## src/rtl/node_mem_pkg.sv

```systemverilog
// Shared definitions for the node data memory: geometry, arbiter state encoding
// and the word addresses the RL sub-blocks agree on.
package node_mem_pkg;

    localparam int ADDR_W    = 11;
    localparam int WORD_W    = 16;
    localparam int MEM_DEPTH = 2048;

    typedef enum logic {
        S_IDLE = 1'b0,
        S_OWN  = 1'b1
    } arb_state_t;

    localparam logic [ADDR_W-1:0] KNOWN_CH_COUNT_ADDR   = 11'h272;
    localparam logic [ADDR_W-1:0] NEIGHBOR_COUNT_ADDR   = 11'h274;
    localparam logic [ADDR_W-1:0] NEIGHBOR_CLUSTER_BASE = 11'h0B2;
    localparam logic [ADDR_W-1:0] NEIGHBOR_Q_BASE       = 11'h132;
    localparam logic [ADDR_W-1:0] NEIGHBOR_ID_BASE      = 11'h072;

endpackage

```

## src/rtl/node_mem_arbiter_rr_pick.sv

```systemverilog
// Combinational round-robin selector: first set request at or after ptr,
// wrapping, as a one-hot vector plus its index.
module rr_pick #(
    parameter int N     = 4,
    parameter int IDX_W = (N > 1) ? $clog2(N) : 1
) (
    input  logic [N-1:0]     req,
    input  logic [IDX_W-1:0] ptr,
    output logic [N-1:0]     pick,
    output logic [IDX_W-1:0] idx,
    output logic             valid
);

    always_comb begin
        logic [IDX_W-1:0] j;
        // NOTE: every output gets a default before the loop so no path leaves one unassigned (no latch).
        pick  = '0;
        idx   = '0;
        valid = 1'b0;
        j     = '0;
        for (int k = 0; k < N; k++) begin
            j = IDX_W'((int'(ptr) + k) % N);
            if (!valid && req[j]) begin
                valid   = 1'b1;
                pick[j] = 1'b1;
                idx     = j;
            end
        end
    end

endmodule

```

## src/rtl/node_mem_arbiter.sv

```systemverilog
// Round-robin owner arbitration for the single-port node data memory: one
// requester at a time drives the port, read data returns with a per-owner valid.
module node_mem_arbiter #(
    parameter int N_REQ    = 4,
    parameter int ADDR_W   = node_mem_pkg::ADDR_W,
    parameter int WORD_W   = node_mem_pkg::WORD_W,
    parameter int MAX_HOLD = 64
) (
    input  logic                    clock,
    input  logic                    rst,
    input  logic [N_REQ-1:0]        req,
    input  logic [N_REQ*ADDR_W-1:0] req_addr,
    input  logic [N_REQ-1:0]        req_wr_en,
    input  logic [N_REQ*WORD_W-1:0] req_wdata,
    output logic [N_REQ-1:0]        gnt,
    output logic [WORD_W-1:0]       rdata,
    output logic [N_REQ-1:0]        rvalid,
    output logic                    preempt,
    output logic                    addr_err,
    output logic                    mem_en,
    output logic [ADDR_W-1:0]       mem_addr,
    output logic                    mem_wr_en,
    output logic [WORD_W-1:0]       mem_wdata,
    input  logic [WORD_W-1:0]       mem_rdata
);
    import node_mem_pkg::*;

    localparam int IDX_W  = (N_REQ > 1) ? $clog2(N_REQ) : 1;
    localparam int HOLD_W = $clog2(MAX_HOLD + 1);
    localparam logic [HOLD_W-1:0] HOLD_MAX  = HOLD_W'(MAX_HOLD);
    localparam logic [HOLD_W-1:0] HOLD_LAST = HOLD_W'(MAX_HOLD - 1);
    localparam logic [IDX_W-1:0]  IDX_LAST  = IDX_W'(N_REQ - 1);

    arb_state_t        state, state_nxt;
    logic [IDX_W-1:0]  owner, owner_nxt;
    logic [IDX_W-1:0]  ptr, ptr_nxt;
    logic [N_REQ-1:0]  gnt_nxt;
    logic [HOLD_W-1:0] hold_cnt, hold_nxt;
    logic              preempt_nxt;
    logic [N_REQ-1:0]  rd_pend, rd_pend_nxt;

    logic [N_REQ-1:0]  pick;
    logic [IDX_W-1:0]  pick_idx;
    logic              pick_valid;

    logic              fwd;
    logic              others_waiting;
    logic [ADDR_W-1:0] own_addr;
    logic [WORD_W-1:0] own_wdata;
    logic              own_wr;
    logic [IDX_W-1:0]  owner_inc;

    rr_pick #(
        .N     (N_REQ),
        .IDX_W (IDX_W)
    ) u_pick (
        .req   (req),
        .ptr   (ptr),
        .pick  (pick),
        .idx   (pick_idx),
        .valid (pick_valid)
    );

    assign own_addr       = req_addr[int'(owner)*ADDR_W +: ADDR_W];
    assign own_wdata      = req_wdata[int'(owner)*WORD_W +: WORD_W];
    assign own_wr         = req_wr_en[owner];
    assign fwd            = (state == S_OWN) && req[owner];
    assign others_waiting = |(req & ~gnt);
    assign owner_inc      = (owner == IDX_LAST) ? '0 : owner + IDX_W'(1);

    // The owner's access goes straight to the port in the cycle it is presented.
    always_comb begin
        mem_en    = 1'b0;
        mem_addr  = '0;
        mem_wr_en = 1'b0;
        mem_wdata = '0;
        if (fwd) begin
            mem_en    = 1'b1;
            mem_addr  = {own_addr[ADDR_W-1:1], 1'b0};
            mem_wr_en = own_wr;
            mem_wdata = own_wdata;
        end
    end

    always_comb begin
        state_nxt   = state;
        owner_nxt   = owner;
        ptr_nxt     = ptr;
        gnt_nxt     = gnt;
        hold_nxt    = hold_cnt;
        preempt_nxt = 1'b0;
        rd_pend_nxt = '0;
        case (state)
            S_IDLE: begin
                if (pick_valid) begin
                    state_nxt = S_OWN;
                    owner_nxt = pick_idx;
                    gnt_nxt   = pick;
                    hold_nxt  = '0;
                end
            end
            S_OWN: begin
                if (!req[owner]) begin
                    state_nxt = S_IDLE;
                    gnt_nxt   = '0;
                    ptr_nxt   = owner_inc;
                end else begin
                    if (!own_wr)
                        rd_pend_nxt = gnt;
                    if (hold_cnt < HOLD_MAX)
                        hold_nxt = hold_cnt + HOLD_W'(1);
                    // The access that reaches the limit still completes; the owner leaves after it.
                    if (hold_cnt >= HOLD_LAST && others_waiting) begin
                        state_nxt   = S_IDLE;
                        gnt_nxt     = '0;
                        ptr_nxt     = owner_inc;
                        preempt_nxt = 1'b1;
                    end
                end
            end
            default: state_nxt = S_IDLE;
        endcase
    end

    always_ff @(posedge clock or posedge rst) begin
        if (rst) begin
            // NOTE: rdata is reset along with control state because it is a visible port with a defined reset value.
            state    <= S_IDLE;
            owner    <= '0;
            ptr      <= '0;
            gnt      <= '0;
            hold_cnt <= '0;
            preempt  <= 1'b0;
            rd_pend  <= '0;
            rvalid   <= '0;
            rdata    <= '0;
            addr_err <= 1'b0;
        end else begin
            // NOTE: non-blocking assignments so every register samples pre-edge values.
            state    <= state_nxt;
            owner    <= owner_nxt;
            ptr      <= ptr_nxt;
            gnt      <= gnt_nxt;
            hold_cnt <= hold_nxt;
            preempt  <= preempt_nxt;
            rd_pend  <= rd_pend_nxt;
            rvalid   <= rd_pend;
            if (|rd_pend)
                rdata <= mem_rdata;
            if (fwd && own_addr[0])
                addr_err <= 1'b1;
        end
    end

endmodule
```

## config.mk

```make
export PLATFORM = sky130hd
export DESIGN_NAME = node_mem_arbiter
export DESIGN_NICKNAME = d
export VERILOG_FILES = /design/src/rtl/node_mem_pkg.sv /design/src/rtl/node_mem_arbiter_rr_pick.sv /design/src/rtl/node_mem_arbiter.sv
export SDC_FILE = /design/constraint.sdc
export NUM_CORES = 1
export LEC_CHECK = 0
export ABC_AREA = 1
export CORE_MARGIN = 2
export CORE_UTILIZATION = 35
export CTS_CLUSTER_SIZE = 30
export DETAILED_ROUTE_END_ITERATION = 6
export PLACE_DENSITY = 0.79
export SYNTH_ARGS = -nofsm -noshare
export SYNTH_HDL_FRONTEND = slang
export SYNTH_SLANG_ARGS = --single-unit
```

## constraint.sdc

```tcl
create_clock -name clock -period 1.7 [get_ports clock]
set_clock_uncertainty 0.05 [all_clocks]
set_input_delay 0.51 -clock clock [delete_from_list [all_inputs] [get_ports clock]]
set_output_delay 0.51 -clock clock [all_outputs]
set_load 0.05 [all_outputs]
```

==> results of run 1 <==
[through the flow]
step | area, sq um | TNS [ps]
final | 6912 | -17580
after global routing | 6912 | -19980
after CTS | 6729 | -17040
after detailed placement | 6462 | -28350
after global placement | 6462 | -27140
after floorplan | 3641 | -6645
[layer usage]
layer,track usage,vias to the layer above
met5,0,-
met4,0.1465,0
met3,0.04568,65
met2,0.5327,186
met1,0.2993,2008
li1,-,1981
[area by class of cell]
class | count | area [sq um]
clock buffers | 7 | 86.33
clock inverters | 1 | 5.005
fillers | 530 | 1852
inverters | 21 | 108.9
multi-input cells | 372 | 2451
flip-flops and latches | 42 | 1054
well taps | 108 | 135.1
repair buffers | 252 | 3072
[how the worst min path moves through the flow]
| stage | start | end | cells after the start |
|---|---|---|---|
| after CTS | rd_pend[0] | rvalid[0] | 0 |
| final | rd_pend[1] | rvalid[1] | 0 |
| after global routing | rd_pend[2] | rvalid[2] | 0 |
| after detailed placement | rd_pend[0] | rvalid[0] | 0 |
| after global placement | rd_pend[0] | rvalid[0] | 0 |
| after floorplan | rd_pend[0] | rvalid[0] | 0 |
[flip-flops by register name, indices dropped and copies added, names as in the netlist, 2 cells and up]
| register | flops |
|---|---|
| rd_pend | 4 |
| ptr | 2 |
| gnt | 4 |
| hold_cnt | 7 |
| owner | 2 |
| rdata | 16 |
| rvalid | 4 |
[power by group]
part           internal (mW)  switching, mW  leakage [nW]
registers               1.35          0.371         0.532
clock network          0.328          0.330        0.0482
logic                   5.41           6.55          2.37
[timing repair]
action / CTS / global route
cloned: 2 / 0
pin swaps: 19 / 15
endpoints found under the hold margin: 0 / 0
setup buffers: 6 / 3
setup endpoints to repair: 45 / 49
resized for setup: 46 / 64
[logic make-up after synthesis]
group | count (synthesis) | synth area share
DFF | 42 | 0.3311
AOI/OAI and AO/OA | 100 | 0.1644
buffers and inverters | 48 | 0.07016
muxes | 16 | 0.05676
adders and majority gates | 10 | 0.03942
xor gates and xnor gates | 1 | 0.002760
and+or+nand+nor | 243 | 0.3343
other | 1 | 0.001181
[synthesized netlist by cell type (all sizes together)]
library cell	number	area [sq um]
nor2	121	469.2
xor2	1	8.760
nand3	35	197.7
dfrtp	42	1051
nand4	5	31.28
conb	1	3.750
clkinv	1	3.750
nand2	78	335.3
a32o	1	10.01
a21boi	4	30.03
a21oi	36	180.2
or2	2	12.51
a31o	1	8.760
inv	20	82.58
ha	10	125.1
buf	15	91.33
clkbuf	12	45.04
mux2	16	180.2
o21ai	56	280.3
o22ai	2	12.51
nor3b	2	15.01
==> results.yml, run 1 <==
sta:
  finalSetupViolations: 40
  fin_hold_ws_ps: 330.3
  max_freq_ghz: 0.4314
  slew_violations: 0
  final-hold-violation-count: 0
  min_period_over_period: 1.363
  timing.final.ws_setup_ps: -617.9
  finalCriticalPeriod_ps: 2318
  rsz0062_at_grt: "true"
critical_path:
  r2r_cells: 12
  end_kind: "output port"
  r2r_slack_ps: -230
  cp.arrival_ps: 1760
  r2r_start: "owner[0]"
  cpMostUsedCell: "buf_12"
  crit_path_start_kind: "register"
  critPathSlowestCell: "dfrtp_2"
  cp.depth: 9
  path_cells: "buf_12 -> nand2_4 -> nand3_2 -> nand2_2 -> inv_4 -> nand2_8 -> buf_12 -> a21oi_4 -> buf_12"
  critPathKind: "reg2out"
  required_ps: 1140
  slowest_delay_ps: 440
  r2r_end: "hold_cnt[2]"
  cp_top_family: "buffers and inverters"
  path_buf_inv: 4
  crit_start: "owner[0]"
  crit_path_end: "mem_addr[6]"
  cp_max_fo: 7
route:
  drc_errors: 0
  top_layer: "met4"
  drt-initial-drc-count: 237
  vias: 4240
  dr_wl_met3_um: 909
  drt-met1-wl_um: 5096
  drtAntennaViolNets: 0
  met2_length_um: 7818
  drt_pass1_iterations: 4
  wl_um: 14680
  viasPerCell: 5.280
  avgRoutedWirePerCell_um: 18.28
final_layout:
  final_cell_mix: "129 x clkdlybuf4s50_1, 114 x nor2_1, 62 x buf_12, 46 x nand2_1"
  post-route-util: 0.7887
  antenna_cells: 0
  final_cells: 803
  nNetsFinal: 838
  final_common_cell: "clkdlybuf4s50_1"
  area_growth_pct: 117.7
  final_layout_size_suffix_gt1_frac: 0.3626
clocking:
  postCtsHoldBufs: 0
  cts_root_buffer: "clkbuf_8"
  clock_path_buffers: 2
  cts_inserted_buffers: 5
  cts_sinks: 42
  clk_pin_slew_ps: 80
  insertion_delay_ps: 290
  cts_tree: "done"
  cts_max_level: 2
placed_design:
  dp_slack_ps: -736.1
  hpwl_um: 11300
  port-buffer-count: 187
  globalplace.congestion: 0.9477
  dp_cells: 784
power:
  power.leakage_nw: 2.949
  power.total_mw: 14.33
  vdd_ir_drop_max_mv: 1.128
  p_per_area_nw_per_um2: 2074
synth:
  syn_avg_cell_area_sq_um: 6.886
  yosys_warnings: 0
  netlist_area_sq_um: 3174
  synth_nets: 605
  ys_ff_latch: 42
  synthCells: 461
  synth_cell_types: 32
  yosysSeqAreaShare: 0.3311
global_route:
  grt_usage: 0.2822
  grt_max_degree: 43
  gr-total-overflow: 0
  grt_pass1_wl_um: 22000
  antenna_found_initial: 0
  grt_pass1_vias: 4305
hold_path:
  hold_path.class: "reg2reg"
floorplanning:
  core_sq_um: 8763
  ioPinCount: 189
  row_count: 34
  initial_core_util: 0.3622
  dieHeight_um: 99.24
  dieArea_sq_um: 9848
  fp.dieW_um: 99.24
run_status:
  failed_checks: "setup timing"
  outcome: "finished with violations"
job:
  maxCapViolCount: 0
Power figures use the tool's default switching activity.
==> run 2: changes to the inputs <==
--- a/config.mk
+++ b/config.mk
@@ -7,10 +7,10 @@
 export LEC_CHECK = 0
 export ABC_AREA = 1
 export CORE_MARGIN = 2
-export CORE_UTILIZATION = 35
+export CORE_UTILIZATION = 36
 export CTS_CLUSTER_SIZE = 30
 export DETAILED_ROUTE_END_ITERATION = 6
-export PLACE_DENSITY = 0.79
+export PLACE_DENSITY = 0.78
 export SYNTH_ARGS = -nofsm -noshare
 export SYNTH_HDL_FRONTEND = slang
 export SYNTH_SLANG_ARGS = --single-unit
==> constraint.sdc (replaced) <==
create_clock -name clock -period 2.23 [get_ports clock]
set_clock_uncertainty 0.05 [all_clocks]
set_input_delay 0.669 -clock clock [delete_from_list [all_inputs] [get_ports clock]]
set_output_delay 0.669 -clock clock [all_outputs]
set_load 0.05 [all_outputs]
==> results.yml, run 2 (synthesis results as in run 1) <==
final_layout:
  largest_reg_flops: 16
  antenna_cells: 0
  design_area_sq_um: 6173
  final_layout_size_suffix_gt1_frac: 0.2347
  post-route-util: 0.7149
  final_cells: 777
  final_cell_mix: "142 x clkdlybuf4s50_1, 118 x nor2_1, 67 x nand2_1, 41 x buf_4"
  reg_top3: "rdata: 16 flops, hold_cnt: 7 flops"
  nNetsFinal: 812
  final_common_cell: "clkdlybuf4s50_1"
  area_growth_pct: 94.48
  num-fill-cells: 650
  regMostFlops: "rdata"
route:
  viasPerCell: 5.198
  drc_errors: 0
  drt_pass1_iterations: 4
  avgRoutedWirePerCell_um: 16.94
  drtAntennaViolNets: 0
  drt-initial-drc-count: 170
  vias: 4039
  wl_um: 13160
global_route:
  antenna_found_initial: 0
  grt_pass1_vias: 4076
  grt_usage: 0.2720
  gr-total-overflow: 0
  grt_pass1_wl_um: 20890
  grt_max_degree: 58
clocking:
  cts_inserted_buffers: 5
  cts_tree: "done"
  cts_sinks: 42
  cts_max_level: 2
  insertion_delay_ps: 300
  clk_pin_slew_ps: 80
  cts_root_buffer: "clkbuf_8"
  clock_path_buffers: 2
floorplanning:
  dieArea_sq_um: 9584
  row_count: 34
  ioPinCount: 189
  core_sq_um: 8636
  fp.dieW_um: 97.90
  initial_core_util: 0.3676
  dieHeight_um: 97.90
power:
  power.total_mw: 9.508
  power.leakage_nw: 2.660
  vdd_ir_drop_max_mv: 0.9950
  p_per_area_nw_per_um2: 1540
hold_path:
  worst_hold_startpoint: "rd_pend[2]"
  hold_path.class: "reg2reg"
  whs_path_depth: 0
  min_to: "rvalid[2]"
critical_path:
  crit_path_start_kind: "register"
  r2r_start: "ptr[0]"
  r2r_cells: 10
  r2r_slack_ps: 300
  critPathKind: "reg2out"
  cp.arrival_ps: 1810
  end_kind: "output port"
  cp_max_fo: 6
  r2r_end: "gnt[1]"
  required_ps: 1510
placed_design:
  dp_cells: 761
  dp_slack_ps: -561.9
  globalplace.congestion: 1.005
  hpwl_um: 10190
  port-buffer-count: 187
  place_area_sq_um: 5897
sta:
  slew_violations: 0
  setup_tns_ps: -7443
  max_freq_ghz: 0.3955
  finalSetupViolations: 28
  final-hold-violation-count: 0
  slew_headroom: 0.5552
  worst_pin_slew_ps: 665.5
  finalCriticalPeriod_ps: 2528
  rsz0062_at_grt: "true"
  min_period_over_period: 1.134
  fin_hold_ws_ps: 328.8
  timing.final.ws_setup_ps: -298.4
run_status:
  outcome: "finished with violations"
  failed_checks: "setup timing"
job:
  maxCapViolCount: 0
-- run 2: cell type report --
| class | instances | area, sq um | area share |
|---|---|---|---|
| Sequential cell | 42 | 1054 | 0.1707 |
| Tap cell | 108 | 135.1 | 0.02189 |
| Clock inverter | 3 | 45.04 | 0.007296 |
| Timing Repair Buffer | 227 | 2564 | 0.4153 |
| Clock buffer | 5 | 68.82 | 0.01115 |
| Inverter | 21 | 88.84 | 0.01439 |
| Multi-Input combinational cell | 371 | 2218 | 0.3593 |
-- run 2: timing repair --
| action | CTS | global route |
|---|---|---|
| buffers inserted | 2 | 3 |
| cloned | 3 | 0 |
| gates resized for setup | 30 | 7 |
| hold buffers | 0 | 0 |
| endpoints found under the hold margin | 0 | 0 |
| setup endpoints to repair | 29 | 30 |
-- run 2: how the worst max path moves through the flow --
stage | start | to | slack, ps | depth (start not counted)
CTS | owner[0] | mem_wdata[7] | -300 | 9
global placement | req[1] | mem_wdata[13] | -510 | 9
detailed placement | req[1] | mem_wdata[7] | -560 | 9
global route | owner[0] | mem_wdata[7] | -380 | 9
floorplan | req[1] | mem_addr[1] | -4 | 7
finish | owner[0] | mem_wdata[7] | -300 | 9
-- run 2: where the power goes --
part           switching [mW]  total (mW)  leakage (nW)  internal [mW]
Combinational            4.47        7.65          2.08           3.19
Sequential              0.224        1.25         0.531           1.02
Clock                   0.274       0.607        0.0504          0.333
Total                    4.96        9.51          2.66           4.54
-- run 2: critical path: stages, from the launching register on --
cell and delay, ps:
dfrtp_2 490, inv_4 100, nand2_1 50, nand3_1 60, nand2_1 60, inv_2 100
nand2_8 120, buf_16 200, a21oi_4 150, buf_12 150
-- run 2: per-layer routing --
layer	wire length [um]	vias to the layer above	track usage	part of all wire
met1	4940	1876	0.3033	0.38
met2	6752	182	0.4847	0.51
met3	736	55	0.06371	0.056
met5	0	-	0	0
met4	730	0	0.1335	0.055
li1	-	1926	-	-
==> run 3: changes to the inputs <==
--- a/config.mk
+++ b/config.mk
@@ -6,6 +6,7 @@
 export NUM_CORES = 1
 export LEC_CHECK = 0
 export ABC_AREA = 1
+export CAP_MARGIN = 10
 export CORE_MARGIN = 2
 export CORE_UTILIZATION = 36
 export CTS_CLUSTER_SIZE = 30
==> results of run 3 <==
The final DEF is identical to that of run 2; final timing and power are the same.
